`src/rtl/adder_share_arbiter.sv`:
```
// Round-robin arbiter sharing one registered adder among NUM_REQ requesters.
// Optional statistics counters are enabled with `define ADDER_ARB_STATS_EN.
module adder_share_arbiter #(
  parameter int NUM_REQ = 4,
  parameter int WIDTH   = 4,
  parameter int ADD_LAT = 1
) (
  input  logic                     clk,
  input  logic                     rst_n,
  input  logic [NUM_REQ-1:0]       req_valid,
  input  logic [NUM_REQ*WIDTH-1:0] req_a,
  input  logic [NUM_REQ*WIDTH-1:0] req_b,
  output logic [NUM_REQ-1:0]       req_ready,
  output logic [WIDTH-1:0]         add_a,
  output logic [WIDTH-1:0]         add_b,
  input  logic [WIDTH:0]           add_sum,
  output logic [NUM_REQ-1:0]       resp_valid,
  output logic [WIDTH:0]           resp_sum,
  output logic                     busy
`ifdef ADDER_ARB_STATS_EN
  ,
  output logic [15:0]              ops_count,
  output logic [15:0]              conflict_count
`endif
);

  localparam int unsigned PW = $clog2(NUM_REQ);
  localparam int unsigned CW = $clog2(ADD_LAT + 1);

  typedef enum logic [1:0] {IDLE, WAIT, CAPTURE} state_t;

  state_t        state;
  logic [PW-1:0] rr_ptr;
  logic [CW-1:0] cnt;
  logic [PW-1:0] grant_idx;
  logic          grant_found;
  logic          accept;

  // Index base+off reduced modulo NUM_REQ (off never exceeds NUM_REQ).
  function automatic logic [PW-1:0] wrap_add(input logic [PW-1:0] base, input int unsigned off);
    int unsigned s;
    s = 32'(base) + off;
    if (s >= 32'(NUM_REQ)) s = s - 32'(NUM_REQ);
    return PW'(s);
  endfunction

  always_comb begin
    grant_found = 1'b0;
    grant_idx   = '0;
    for (int unsigned k = 1; k <= 32'(NUM_REQ); k++) begin
      if (!grant_found && req_valid[wrap_add(rr_ptr, k)]) begin
        grant_found = 1'b1;
        grant_idx   = wrap_add(rr_ptr, k);
      end
    end
  end

  assign accept = (state == IDLE) && grant_found;

  always_comb begin
    req_ready = '0;
    if (accept) req_ready[grant_idx] = 1'b1;
  end

  assign busy = (state != IDLE);

  always_ff @(posedge clk or negedge rst_n) begin
    if (!rst_n) begin
      state      <= IDLE;
      rr_ptr     <= PW'(NUM_REQ - 1);
      cnt        <= '0;
      add_a      <= '0;
      add_b      <= '0;
      resp_valid <= '0;
      resp_sum   <= '0;
    end else begin
      resp_valid <= '0;
      case (state)
        IDLE: begin
          if (accept) begin
            add_a  <= req_a[grant_idx*WIDTH +: WIDTH];
            add_b  <= req_b[grant_idx*WIDTH +: WIDTH];
            rr_ptr <= grant_idx;
            cnt    <= CW'(ADD_LAT);
            state  <= WAIT;
          end
        end
        WAIT: begin
          cnt <= cnt - 1'b1;
          if (cnt == CW'(1)) state <= CAPTURE;
        end
        CAPTURE: begin
          resp_sum           <= add_sum;
          resp_valid[rr_ptr] <= 1'b1;
          state              <= IDLE;
        end
        default: state <= IDLE;
      endcase
    end
  end

`ifdef ADDER_ARB_STATS_EN
  always_ff @(posedge clk or negedge rst_n) begin
    if (!rst_n) begin
      ops_count      <= '0;
      conflict_count <= '0;
    end else begin
      if (state == CAPTURE && ops_count != '1) ops_count <= ops_count + 1'b1;
      if (accept && ($countones(req_valid) > 1) && conflict_count != '1)
        conflict_count <= conflict_count + 1'b1;
    end
  end
`endif

endmodule
```
`config.mk`:
```
export PLATFORM = sky130hd
export DESIGN_NAME = adder_share_arbiter
export DESIGN_NICKNAME = d
export VERILOG_FILES = /design/src/rtl/adder_share_arbiter.sv
export SDC_FILE = /design/constraint.sdc
export NUM_CORES = 1
export LEC_CHECK = 0
export ABC_AREA = 1
export BUFFER_PORTS_ARGS = -buffer_cell sky130_fd_sc_hd__buf_4
export CAP_MARGIN = 10
export CORE_AREA = 2 2 66 68
export CTS_BUF_LIST = sky130_fd_sc_hd__clkbuf_8
export DETAILED_ROUTE_END_ITERATION = 16
export DIE_AREA = 0 0 68 70
export GPL_TIMING_DRIVEN = 1
export PLACE_DENSITY = 0.75
export REMOVE_ABC_BUFFERS = 1
export SLEW_MARGIN = 25
export SYNTH_ARGS = -nofsm -noshare
export SYNTH_HDL_FRONTEND = slang
export SYNTH_SLANG_ARGS = --single-unit
```
`constraint.sdc`:
```
create_clock -name clk -period 2.73 [get_ports clk]
set_input_delay 0.4095 -clock clk [delete_from_list [all_inputs] [get_ports clk]]
set_output_delay 0.4095 -clock clk [all_outputs]
set_load 0.02 [all_outputs]
```
Word level (Yosys, flattened, before mapping)
Index checks and enable logic that the tools add are counted. Widths: inputs -> output; s select.

Register bits after elaboration: 22. Input bits: 43.

Equal/unequal tests: 4. Shift-type cells: 2. Order comparisons: 12. Add/sub/neg operators: 9. Multiplexer cells: 31. Reductions and logical operators: 15.

Operators with widths (number): $shiftx 16x5->4 (2); $mux 2 (10); $lt 2x3->1 const B (6); $mux 1 (11); $ge 3x3->1 const B (3); $bmux 1 s2 (4); $mux 4 (2); $sub 2x1->2 const B (4); $add 2x2->3 const B (2); $logic_and 1x1->1 (6); $reduce_and 2->1 (3); $add 2x3->4 const B (1); $demux 1 s2 (2); $ge 2x1->1 const B (2); $ge 4x3->1 const B (1); $ne 2x2->1 const B (2); $pmux 2 s2 (1); $reduce_bool 2->1 (2); $add 2x1->3 const B (1); $logic_not 1->1 (3); $eq 2x1->1 const B (1); $eq 2x2->1 const B (1); $logic_not 2->1 (1); $pmux 1 s2 (1); $sub 1x1->1 const B (1).

Depth between registers and ports, before layout
Depth after elaboration: 20. Gate-level depth with buffers: 15. Mapped depth without buffers: 14.

Least setup slack after synthesis
Ideal clock, no wire load.

Kind: register to output. Start point: register rr_ptr[1]. End point: output port req_ready[0]. Cell stages (with the launch flop): 12. Slack: 212 ps. Arrival: 2109 ps. Path through: dfstp_2 > inv_1 > ha_1 > inv_1 > nand3_1 > nand2_2 > nor2_4 > nand3_4 > nand3_2 > buf_4 > nand2_1 > nor2_1.

Word-level cells in the longest chain between the ends: 20.

RTL lines: start, declared (line 33) `logic [PW-1:0] rr_ptr;`; start signal, assigned (line 70) `rr_ptr <= PW'(NUM_REQ - 1);`; start signal, assigned (line 83) `rr_ptr <= grant_idx;`; $add 2x1->3 (line 42) `s = 32'(base) + off;`; $ge 3x3->1 / $sub 2x1->2 (equally long branches) (line 43) `if (s >= 32'(NUM_REQ)) s = s - 32'(NUM_REQ);`; $mux 2 (line 43); $bmux 1 s2 (line 51) `if (!grant_found && req_valid[wrap_add(rr_ptr, k)]) begin`; $mux 1 (not written as such) (line 51); $mux 1 (line 51); $logic_not 1->1 (line 51); $logic_and 1x1->1 (line 51); [... 4 more ...]; $logic_not 1->1 (line 51); $logic_and 1x1->1 (line 51); $mux 2 (line 51); $lt 2x3->1 (not written as such) / $ge 2x1->1 (equally long branches) (line 62) `if (accept) req_ready[grant_idx] = 1'b1;`; $logic_and 1x1->1 (not written as such) (line 62); $mux 1 (not written as such) (line 62); $demux 1 s2 (line 62); $mux 4 (*) (line 62); end, declared (line 13) `output logic [NUM_REQ-1:0] req_ready,`.

Mark *: on every way between the ends. The rest lies on a longest branch, timed or not. The select of a mux whose other input is x is not followed.

Final worst setup path
Start point: register rr_ptr[0]. End point: output port req_ready[0].

The elaborated chain is that of the path after synthesis.

==> results.md <==
- TritonCTS built the clock tree.
- The flow ran to the end, and the final reports show no timing, DRC or antenna violations.
- Setup violations remaining at the end of the flow were counted as 0.
- The source-to-sink clock delay at the later pin of the worst-skew pair is about 0.26 ns.
- After floorplanning, the core was sized to cover roughly 0.0041 mm².
- The number of buffers added on ports is 64.
- The area enclosed by the die boundary is between 0.004 and 0.005 mm².
- The final total power is 3.39 mW.
- The net total in the final layout is approximately 330.
- Max-cap violations in this run came to 0.
- The first-pass iteration count of the detailed router is 4.
- Clock tree synthesis found a total of 22 sinks.
- The number of antenna violations at the first check in global routing is 0.
- In the final routed layout, each cell accounts on average for between 10 and 15 µm.
- The synthesized area is about 0.0016 mm².
- The first global-routing pass estimated slightly above 6 mm of wire.
- The type of origin of the critical path is a flop.
- The final wirelength is ~3.8 mm.
- The starting DRC count in detailed routing is 40.
- The number of buffers inserted for hold repair after clock tree synthesis is 0.
- The largest driver fanout on the critical path is 9.
- The portion of synthesized cell area occupied by the leading cell type is between 30 and 40%.
- The via count of the first global-routing pass came to roughly 1400.
- The total area of multi-input combinational cells is 833 µm².
- The register bit total from synthesis is 22.
- The clock root buffer is sky130_fd_sc_hd__clkbuf_8.
- The congestion estimate from routability-driven global placement came to 0.924.
- Yosys attributes the largest share of cell area to sky130_fd_sc_hd__dfrtp_1, sky130_fd_sc_hd__nand3_1, sky130_fd_sc_hd__nand2_1, sky130_fd_sc_hd__inv_1, sky130_fd_sc_hd__nand2_2.
- No sink is reached through more buffers than the 2 on the longest clock path.
- The setup slack on the worst flop-to-flop path is between 0.4 and 0.5 ns.
- The x dimension of the die is roughly 70 µm.
- The final-report max-slew violation count is 0.
- The stage delay of the slowest cell on the critical path is between 0.5 and 0.6 ns.
- The detail route stage leaves a number of antenna-violating nets equal to 0.
- The count of antenna diodes in the layout is 0.
- Across all layers, the routed design uses roughly 1500 vias.
- In the layout the commonest cells are sky130_fd_sc_hd__buf_4, sky130_fd_sc_hd__nand2_1, sky130_fd_sc_hd__nand3_1, sky130_fd_sc_hd__inv_1, sky130_fd_sc_hd__dfrtp_1.
- Static timing analysis puts the maximum clock frequency at between 300 and 400 MHz.
- IR analysis of the VDD net gives a maximum drop of between 0.7 and 0.8 mV.
- The cell area power density is between 1500 and 2000 mW/mm².
- In this run the vertical extent of the chip is 70 µm.
- The worst setup path category is reg -> out.
- Global routing used approximately 17% of the available tracks.
- The number of H-tree levels is 1.
- The synthesized area per cell is 7.51 µm².
- The number of buffers inserted during clock tree synthesis is 3.
- The final hold violation count is 0.
- The arrival time of data at the critical path endpoint is about 2.2 ns.
- Row generation in the floorplan step produced 24 rows.
- The number of cells produced by synthesis is 208.
- The worst pin sits at a relative slew slack of 77.5%.
- The fill cell instance count of the final layout is 430.
- The total negative setup slack is 0 ns.
- The maximum number of pins on one net before global-route repair is 23.
- The transition at the pin with the smallest max-transition slack is roughly 0.34 ns.
- The biggest area contributor in the post-synthesis netlist is sky130_fd_sc_hd__dfrtp_1.
- The clock transition time at the flip-flop clock pins of the worst setup and hold paths is approximately 0.080 ns.
- In this run the static leakage power is about 1.2 nW.
- The share of layout cells above drive strength 1 is 41.6%.
- The area growth from synthesis to layout is 41.6%.
- Traced cell by cell, the critical path runs through inv_4, ha_4, inv_1, nand3_1, nand2_2, inv_2, nand3_4, nand2_4, inv_4, nand2_1, nor2_1, buf_4.
- The sequential cell area is 553 µm².
- STA classifies the critical path endpoint as an output pin.
- The endpoint required time on the critical path is 2.32 ns.
- Clock skew on the completed layout was measured at around 0.0034 ns.
- The count of warnings emitted by yosys is 0.
- Setup repair after global routing left no endpoint under its margin.
- The most frequent cell on the critical path is sky130_fd_sc_hd__inv_4.
- The average vias per placed instance is around 4.6.
- For the finished layout, the period the worst path requires is approximately 2.6 ns.
- Sequential elements use between 30% and 40% of the synthesized area.
- The DRC violations left is 0.
- The number of primary I/O pins is 65.
- The most frequent standard cell in the layout excluding fill and tap cells is sky130_fd_sc_hd__buf_4.
- The count of cell types in the netlist is 29.
- The portion of the clock cycle consumed by the worst path in the final layout is roughly 96%.
- The overall overflow remaining after global route is 0.
- The HPWL after detailed placement is between 2 and 3 mm.
- The slowest stage of the critical path is the sky130_fd_sc_hd__dfstp_2 cell.
- Once the floorplan was initialized, standard cells occupied 37.7% of the core.
- The min-delay analysis places its worst path in the category in -> async.
-- metrics by stage --
step | std cells | cell area, µm² | utilization (%) | hold slack, ns | setup slack [ns]
6_report | 333 | 2210 | 53.4 | 0.0177 | 0.113
5_1_grt | 333 | 2210 | 53.4 | 0.0308 | 0.00461
4_1_cts | 329 | 2160 | 52.0 | 0.0265 | 0.00282
3_5_place_dp | 323 | 2090 | 50.3 | 0.321 | 0.164
3_3_place_gp | 323 | 2090 | 50.3 | 0.312 | 0.208
2_1_floorplan | 203 | 1510 | - | 0.114 | 0.119
-- report_power, final --
part           leakage (nW)  total, mW  internal [mW]  switching [mW]
sequential            0.267      0.573          0.495          0.0781
clock                0.0288      0.232          0.129           0.103
combinational         0.938       2.59           1.02            1.57
total                  1.23       3.39           1.64            1.75
-- cells in the mapped netlist (all sizes together) --
cell type	count
a21oi	2
buf	4
clkbuf	1
dfrtp	20
dfstp	2
ha	4
inv	39
mux2	5
nand2	59
nand3	41
nand3b	6
nand4	1
nor2	15
nor3	1
o21ai	2
or2	6
-- worst paths after layout --
path | from | endpoint | cells past startpoint
min in group clk | add_sum[3] | resp_sum[3]$_DFFE_PN0N_ | 2
worst max-delay path | rr_ptr[0]$_DFFE_PN1P_ | req_ready[0] | 12
worst max register to register | rr_ptr[0]$_DFFE_PN1P_ | add_b[0]$_DFFE_PN0P_ | 13
worst min register to register | add_b[2]$_DFFE_PN0P_ | add_b[2]$_DFFE_PN0P_ | 2
worst min-delay path | rst_n | resp_valid[2]$_DFF_PN0_ | 1
max in group asynchronous | rst_n | rr_ptr[0]$_DFFE_PN1P_ | 1
-- flip-flops by register name (all words and copies together), names as in the netlist --
signal,cells
cnt,1
resp_sum,5
state,2
rr_ptr,2
resp_valid,4
add_b,4
add_a,4
-- logic make-up after synthesis --
kind of cell	count (synthesis)	synth area share, %
and+or+nand+nor	129	43.2
adders and majority gates	4	3.20
AOI/OAI and AO/OA	4	1.52
DFF	22	35.4
muxes	5	3.60
buffers and inverters	44	13.1
-- what timing repair did --
item | CTS | global route
buffers inserted | 2 | 4
setup endpoints to repair | 4 | 4
pin swaps | 2 | 3
gates resized for setup | 1 | 4
-- layout make-up --
cell class / instances / area share (%)
multi-input cells: 142 / 37.6
repair buffers: 74 / 25.1
flip-flops and latches: 22 / 25.0
inverters: 39 / 6.84
well taps: 52 / 2.94
clock buffers: 4 / 2.49
-- critical path: cells and delay by family, from the launching register on --
family / cells / cell delay, ns
buffers and inverters: 5 / 0.52
adder cells (fa/ha/maj): 1 / 0.25
flip-flops: 1 / 0.57
AND/OR/NAND/NOR: 6 / 0.60
-- metal layers --
layer  track usage [%]  up-vias  part of all wire [%]
li1                  -      794                     -
met1              21.6      692                    41
met2              26.4       56                    52
met3              4.03        4                   6.0
met4              5.33        0                   1.2
met5                 0        -                     0
No activity file was read; power rests on OpenSTA's default activity.
